`config.mk`:
```
export PLATFORM = sky130hd
export DESIGN_NAME = shift_step_seq
export DESIGN_NICKNAME = d
export VERILOG_FILES = /design/src/rtl/shift_step_seq.sv
export SDC_FILE = /design/constraint.sdc
export NUM_CORES = 1
export LEC_CHECK = 0
export CAP_MARGIN = 20
export CORE_MARGIN = 2
export CORE_UTILIZATION = 36
export CTS_CLUSTER_SIZE = 8
export DETAILED_ROUTE_END_ITERATION = 16
export GPL_TIMING_DRIVEN = 1
export HOLD_SLACK_MARGIN = 0.02
export MAX_ROUTING_LAYER = met4
export PLACE_DENSITY = 0.82
export SYNTH_ARGS = -nofsm -noshare
export SYNTH_HDL_FRONTEND = slang
export SYNTH_SLANG_ARGS = --single-unit
export TNS_END_PERCENT = 10
```
`constraint.sdc`:
```
create_clock -name clk -period 1.7 [get_ports clk]
set_clock_uncertainty 0.05 [all_clocks]
set_input_delay 0.34 -clock clk [delete_from_list [all_inputs] [get_ports clk]]
set_output_delay 0.34 -clock clk [all_outputs]
set_load 0.02 [all_outputs]
```
`src/rtl/shift_step_seq.sv`:
```
// ---------------------------------------------------------------------------
// shift_step_seq
//   Command sequencer for an external combinational W-bit barrel shifter.
//   It accepts one shift command, drives the shifter inputs from registers and
//   feeds each shifter result back as the next input. This repeats for a
//   programmable number of passes. The final word is then held until the
//   downstream side takes it.
//
// Handshake semantics (both ports):
//   A transfer happens on a rising clk edge where valid and ready are both 1.
//   in_ready depends only on the FSM state (IDLE). It does not depend on
//   in_valid. out_valid depends only on the FSM state (DONE). While out_valid
//   is 1 and out_ready is 0, out_data is held stable.
//
// Ports
//   clk, rst_n          clock, asynchronous active-low reset
//   in_valid/in_ready   command handshake
//   in_data             initial working word
//   in_shamt            shift amount applied on every pass
//   in_lr               0 = right, 1 = left
//   in_al               0 = logical, 1 = arithmetic
//   in_reps             number of shifter passes (0 = pass-through)
//   flush               synchronous abort of the command in flight
//   sh_din/sh_shamt/sh_lr/sh_al   registered drive to the shifter
//   sh_dout             shifter result (combinational from sh_*)
//   out_valid/out_ready result handshake
//   out_data            final word (the working register)
//   busy                high while a command is in RUN or DONE
// ---------------------------------------------------------------------------
module shift_step_seq #(
    parameter int W  = 8,
    parameter int SW = 3,
    parameter int CW = 4
) (
    input  logic          clk,
    input  logic          rst_n,
    input  logic          in_valid,
    output logic          in_ready,
    input  logic [W-1:0]  in_data,
    input  logic [SW-1:0] in_shamt,
    input  logic          in_lr,
    input  logic          in_al,
    input  logic [CW-1:0] in_reps,
    input  logic          flush,
    output logic [W-1:0]  sh_din,
    output logic [SW-1:0] sh_shamt,
    output logic          sh_lr,
    output logic          sh_al,
    input  logic [W-1:0]  sh_dout,
    output logic          out_valid,
    input  logic          out_ready,
    output logic [W-1:0]  out_data,
    output logic          busy
);

    typedef enum logic [1:0] {
        IDLE = 2'd0,
        RUN  = 2'd1,
        DONE = 2'd2
    } state_t;

    state_t        state_q, state_d;
    logic [W-1:0]  work_q,  work_d;
    logic [CW-1:0] cnt_q,   cnt_d;
    logic [SW-1:0] shamt_q, shamt_d;
    logic          lr_q,    lr_d;
    logic          al_q,    al_d;

    always_ff @(posedge clk or negedge rst_n) begin
        if (!rst_n) begin
            state_q <= IDLE;
            work_q  <= '0;
            cnt_q   <= '0;
            shamt_q <= '0;
            lr_q    <= 1'b0;
            al_q    <= 1'b0;
        end else begin
            state_q <= state_d;
            work_q  <= work_d;
            cnt_q   <= cnt_d;
            shamt_q <= shamt_d;
            lr_q    <= lr_d;
            al_q    <= al_d;
        end
    end

    always_comb begin
        state_d = state_q;
        work_d  = work_q;
        cnt_d   = cnt_q;
        shamt_d = shamt_q;
        lr_d    = lr_q;
        al_d    = al_q;

        case (state_q)
            IDLE: begin
                if (in_valid) begin
                    work_d  = in_data;
                    cnt_d   = in_reps;
                    shamt_d = in_shamt;
                    lr_d    = in_lr;
                    al_d    = in_al;
                    state_d = (in_reps == '0) ? DONE : RUN;
                end
            end
            RUN: begin
                // One shifter pass per edge. cnt counts the passes still to do.
                work_d = sh_dout;
                cnt_d  = cnt_q - 1'b1;
                if (cnt_q == CW'(1)) begin
                    state_d = DONE;
                end
            end
            DONE: begin
                if (out_ready) begin
                    state_d = IDLE;
                end
            end
            default: begin
                state_d = IDLE;
            end
        endcase

        // Flush wins over everything. A command accepted in the same cycle is
        // dropped: the working word and op registers keep their old values.
        if (flush) begin
            state_d = IDLE;
            cnt_d   = '0;
            work_d  = work_q;
            shamt_d = shamt_q;
            lr_d    = lr_q;
            al_d    = al_q;
        end
    end

    assign in_ready  = (state_q == IDLE);
    assign out_valid = (state_q == DONE);
    assign busy      = (state_q == RUN) || (state_q == DONE);
    assign sh_din    = work_q;
    assign sh_shamt  = shamt_q;
    assign sh_lr     = lr_q;
    assign sh_al     = al_q;
    assign out_data  = work_q;

endmodule
```
==> Word level (Yosys, flattened, before mapping) <==
Index checks and enable logic that the tools add are counted.
{ "word_totals": {"reg_bits": 19, "latchBits": 0, "ramBits": 0, "mem_bits_ro": 0, "inputBits": 30, "output_inout_bits": 24, "mem_count": 0} }
{ "classes": {"addsub": 1, "n_mul": 0, "div": 0, "n_lt_le_gt_ge": 0, "eq_ne": 7, "n_shift": 0, "n_mux": 11, "n_bitwise": 1, "n_reduce_logical": 9} }
{ "op_table": {"columns": ["operator", "n"], "rows": [
  ["case mux 8 bit (2 select lines)", 1],
  ["2-to-1 mux 2 bit", 5],
  ["AND reduction 3 bit", 3],
  ["2-to-1 mux 4 bit", 2],
  ["2-to-1 mux 8 bit", 1],
  ["case mux 4 bit (2 select lines)", 1],
  ["inequality test 3 x 2 -> 1 bit, second input constant", 2],
  ["case mux 2 bit (3 select lines)", 1],
  ["== test 4 x 1 -> 1 bit, second input constant", 1],
  ["logical NOT 4 bit", 1],
  ["subtractor 4 x 1 -> 4 bit, second input constant", 1],
  ["inequality test 3 bit, second input constant", 1],
  ["nonzero test 3 bit", 1],
  ["== test 2 x 1 -> 1 bit, second input constant", 1],
  ["== test 2 bit, second input constant", 1],
  ["logical NOT 2 bit", 1],
  ["inequality test 2 bit, second input constant", 1],
  ["AND reduction 2 bit", 1],
  ["nonzero test 2 bit", 1],
  ["logical OR 1 bit", 1],
  ["NOT 1 bit", 1]
]} }

==> Depth between registers and ports, before layout <==
{ "logic_depth": {"word_depth": 5, "ltp_mapped": 7, "ltp_nobuf": 5} }

==> Least setup slack after synthesis <==
No wires, ideal clock.
{ "synth_path": {"kind": "register -> register", "from": "reg state_q[0]", "to": "reg work_q[0] (netlist: out_data[0])", "t_arrival_ps": 1622, "required_time_ps": 1525, "path_slack_ps": -97, "stages_incl_launch_ff": 7, "n_path_buf": 1, "path_cell_list": "dfrtp_1 > inv_1 > ha_1 > mux2i_1 > nor2_1 > buf_2 > mux2_2"} }
{ "synth_via": {"elab_chain_cells": 3, "word_cells_on_any_way": 6} }
{ "synth_rtl": {"columns": ["item", "line", "text"], "rows": [
  ["from (decl)", "62", "state_t state_q, state_d;"],
  ["from (signal assigned)", "78", "state_q <= state_d;"],
  ["logical NOT 2 bit (*)", null, null],
  ["net in_ready", "38", "output logic in_ready,"],
  ["inequality test 2 bit (no line) / nonzero test 2 bit (equally long branches)", null, null],
  ["AND reduction 3 bit (no line)", null, null],
  ["to (signal assigned)", "79", "work_q <= work_d;"],
  ["to (decl)", "63", "logic [W-1:0] work_q, work_d;"]
]} }
The timed path passes the listed nets; every way through them passes the cells marked *.
A chain may end at the register's enable or synchronous reset.

==> Worst setup path in the final report <==
{ "layout_path": {"from": "reg shamt_q[0] (netlist: sh_shamt[0])", "to": "out sh_shamt[0]"} }
{ "layout_rtl": {"columns": ["item", "line", "text"], "rows": [
  ["from (decl)", "65", "logic [SW-1:0] shamt_q, shamt_d;"],
  ["from (signal assigned)", "81", "shamt_q <= shamt_d;"],
  ["to (decl)", "46", "output logic [SW-1:0] sh_shamt,"]
]} }
No word-level cell between the ends.

==> flow_summary.yaml <==
drt:
  drt_pre_antenna_iters: 9
  drtIter0Drc: 7
  routed_wl_um: 2546
  detailroute.via_count: 877
  route.detailed.wl_per_inst_um: 14.55
  drt-vias-per-instance: 5.011
  detail_route.drc_violations: 2
  drt.antenna.violating_nets: 0
run:
  number_of_maximum_capacitance_constraint_violations: 0
power:
  power.switching_uw: 1150
  power_switching_share: 0.4166
  p_seq_frac: 0.298
  worst_ir_drop_on_vdd_uv: 865.7
  power_frac_clock: 0.083
  combPwrFrac: 0.619
  power.density_cell_area_nw_per_um2: 1655
  static-leakage-power_uw: 0.0008029
  post-layout-total-power_uw: 2760
  power.internal_uw: 1610
sta:
  final.min_clock_period_ps: 1654
  fin_ws_ps: 45.79
  setup_repair_after_global_routing_missed_its_margin: "true"
  setup-violations-final: 0
  worst-slew-pin-transition_ps: 494.4
  timing.slew.headroom: 0.6619
  report.final.slew_viol_count: 0
  max_frequency_mhz: 604.5
  final_min_period_over_clock_period: 0.9731
  timing_hold_violations_final: 0
grt:
  overall_track_demand_over_capacity_in_global_routing: 0.1648
  grt_pass1_vias: 958
  congestion_overflow_gr: 0
  antenna_found_initial: 0
  grt_pass1_wl_um: 4071
  grt_max_degree: 20
clock_network:
  clock_sinks: 19
  cts.hold.buffers_added: 0
  tritoncts.num_buffers: 3
  htreeDepth: 1
  cts-root-to-sink-buffers: 2
  tritoncts: "yes"
  root_buffer: "clkbuf_4"
  clock_transition_at_the_registers_of_the_reported_paths_ps: 110
  clock_latency_ps: 300
logic_synthesis:
  yosysWarningCount: 0
  synth.avg_cell_area_um2: 12.08
  post_synth_instance_area_um2: 1075
  synth_nets: 124
  synth_cells: 89
  yosysUniqueCellTypes: 23
  synth_sequential_area_ratio: 0.4424
  postSynthRegisterBits: 19
worst_setup_path:
  critical_path.max_stage_delay_ps: 620
  worstSetupPathType: "flip-flop to output port"
  crit_arrival_ps: 1260
  cp_num_buf_inv: 1
  critical_path_endpoint_category: "output port"
  worst_flop_to_flop_path_startpoint: "state_q[1]$_DFFE_PN0P_"
  cp_top_family: "buffers and inverters"
  critPathSlowestCell: "clkdlybuf4s50_1"
  ff2ff_setup_slack_ps: 50
  timing.critical_path.fanout_max: 2
  cp_data_required_time_ps: 1310
  critical_path.startpoint_type: "flip-flop"
  timing.critical_path.from: "sh_shamt[0]$_DFFE_PN0P_"
  crit_path_cell_trace: "clkdlybuf4s50_1"
place:
  post_dp_cell_area_um2: 1639
  global_placement_routability_congestion: 0.7307
  preCtsSetupSlack_ps: -45.65
  detailedPlacementHpwl_um: 2054
  port_buffers: 53
cells_and_area:
  antenna_diode_count: 0
  syn2layout_area_growth_pct: 55.18
  fin_nets: 180
  post_route_cells_drive_above_1_share: 0.2917
  finished_layout_cell_area_um2: 1668
outcome:
  failing_checks: "design-rule violations"
  status: "complete, but fails checks"
floorplanning:
  chipWidth_um: 58.64
  placeableCoreArea_um2: 2805
  die_height_um: 58.64
  placementRows: 19
  floorplan.io_pins: 54
  initial_utilization: 0.3831
  floorplan.die_area_um2: 3439
hold_path:
  timing.hold.worst.class: "primary input to asynchronous set/reset pin"
## Yosys cell counts, drive strengths merged
master   count  share of area
or4          1         0.0082
a31oi        1         0.0058
inv          5          0.017
dfrtp       19           0.44
nand2        1         0.0035
ha           5          0.058
buf         11          0.070
mux2        22           0.23
a211o        1         0.0082
nor2b        4          0.023
nor2         3          0.010
a211oi       1         0.0070
a21oi        1         0.0047
o31ai        1         0.0070
xnor2        1         0.0082
mux2i        3          0.028
or3b         1         0.0082
nor4         1         0.0058
nand2b       2          0.012
a2111oi      1         0.0082
a22o         4          0.034
## per-stage QoR
stage	instances	hold slack [ps]	utilization	setup TNS, ps
after floorplan	89	-5.591	-	-12.22
after global placement	171	440.1	0.5843	0
after detailed placement	171	449.5	0.5843	-242.3
after CTS	175	303.3	0.5865	-30.94
after global routing	175	322.2	0.5946	-93.69
final	175	304.7	0.5946	0
## timing repair
action,CTS,global route
gates resized for setup,20,13
endpoints found under the setup margin,15,24
pin swaps,0,1
setup buffers,0,0
endpoints found under the hold margin,0,0
cloned,0,0
## path summary, 6_finish.rpt
| kind | end | depth (start not counted) |
|---|---|---|
| min in group clk | sh_shamt[1]$_DFFE_PN0P_ | 1 |
| setup reg to reg | out_data[2]$_DFFE_PN0P_ | 5 |
| max in group asynchronous | out_data[2]$_DFFE_PN0P_ | 2 |
| hold reg to reg | sh_shamt[1]$_DFFE_PN0P_ | 1 |
| setup / recovery | sh_shamt[0] | 1 |
| hold / removal | out_data[7]$_DFFE_PN0P_ | 2 |
## worst reg2reg max path, stage by stage, from the launching register on
cell,delay (ps)
dfrtp_1,410
inv_2,80
ha_1,190
buf_4,190
mux2_2,340
mux2_2,270
## metal layers
| layer | global-route usage | vias up | part of all wire |
|---|---|---|---|
| met1 | 0.1795 | 416 | 0.39 |
| met5 | - | - | 0 |
| met3 | 0.04396 | 5 | 0.076 |
| li1 | - | 419 | - |
| met2 | 0.2793 | 37 | 0.52 |
| met4 | 0.07792 | 0 | 0.016 |
## registers in the layout, indices dropped and copies added, names as in the netlist
register and cells:
cnt_q 4, out_data 8, sh_al 1, sh_lr 1, sh_shamt 3, state_q 2
## power by group through the flow
stage	Clock (µW)	Combinational [µW]	Sequential [µW]
2_1_floorplan	0	966	1010
3_3_place_gp	0	1830	820
3_5_place_dp	0	1870	838
4_1_cts	236	1740	829
5_1_grt	254	1830	857
6_report	229	1710	823
## layout by cell type (no fill, tap or decap), types with 2 or more instances in the layout
master and n:
buf_2 2, clkbuf_4 3, dlygate4sd2_1 12, buf_4 9
clkdlybuf4s50_1 30, dlymetal6s2s_1 8, mux2_2 22, nand2b_1 2
nor2b_1 4, dfrtp_1 19, inv_1 4, a22o_1 3
mux2i_1 3, nor2_1 3, ha_1 4
## logic make-up after synthesis
logic type | share of synthesized area
AOI/OAI and AO/OA | 0.07452
xor gates and xnor gates | 0.008150
adders and majority gates | 0.05821
buffers and inverters | 0.08731
DFF | 0.4424
muxes | 0.2584
and+or+nand+nor | 0.07101
## layout make-up
cell class | count | area, µm²
inverters | 5 | 18.77
repair buffers | 62 | 593.1
multi-input cells | 54 | 515.5
fillers | 236 | 1137
clock buffers | 4 | 26.28
flip-flops and latches | 19 | 475.5
well taps | 31 | 38.79
(Power assumes the default switching activity.)
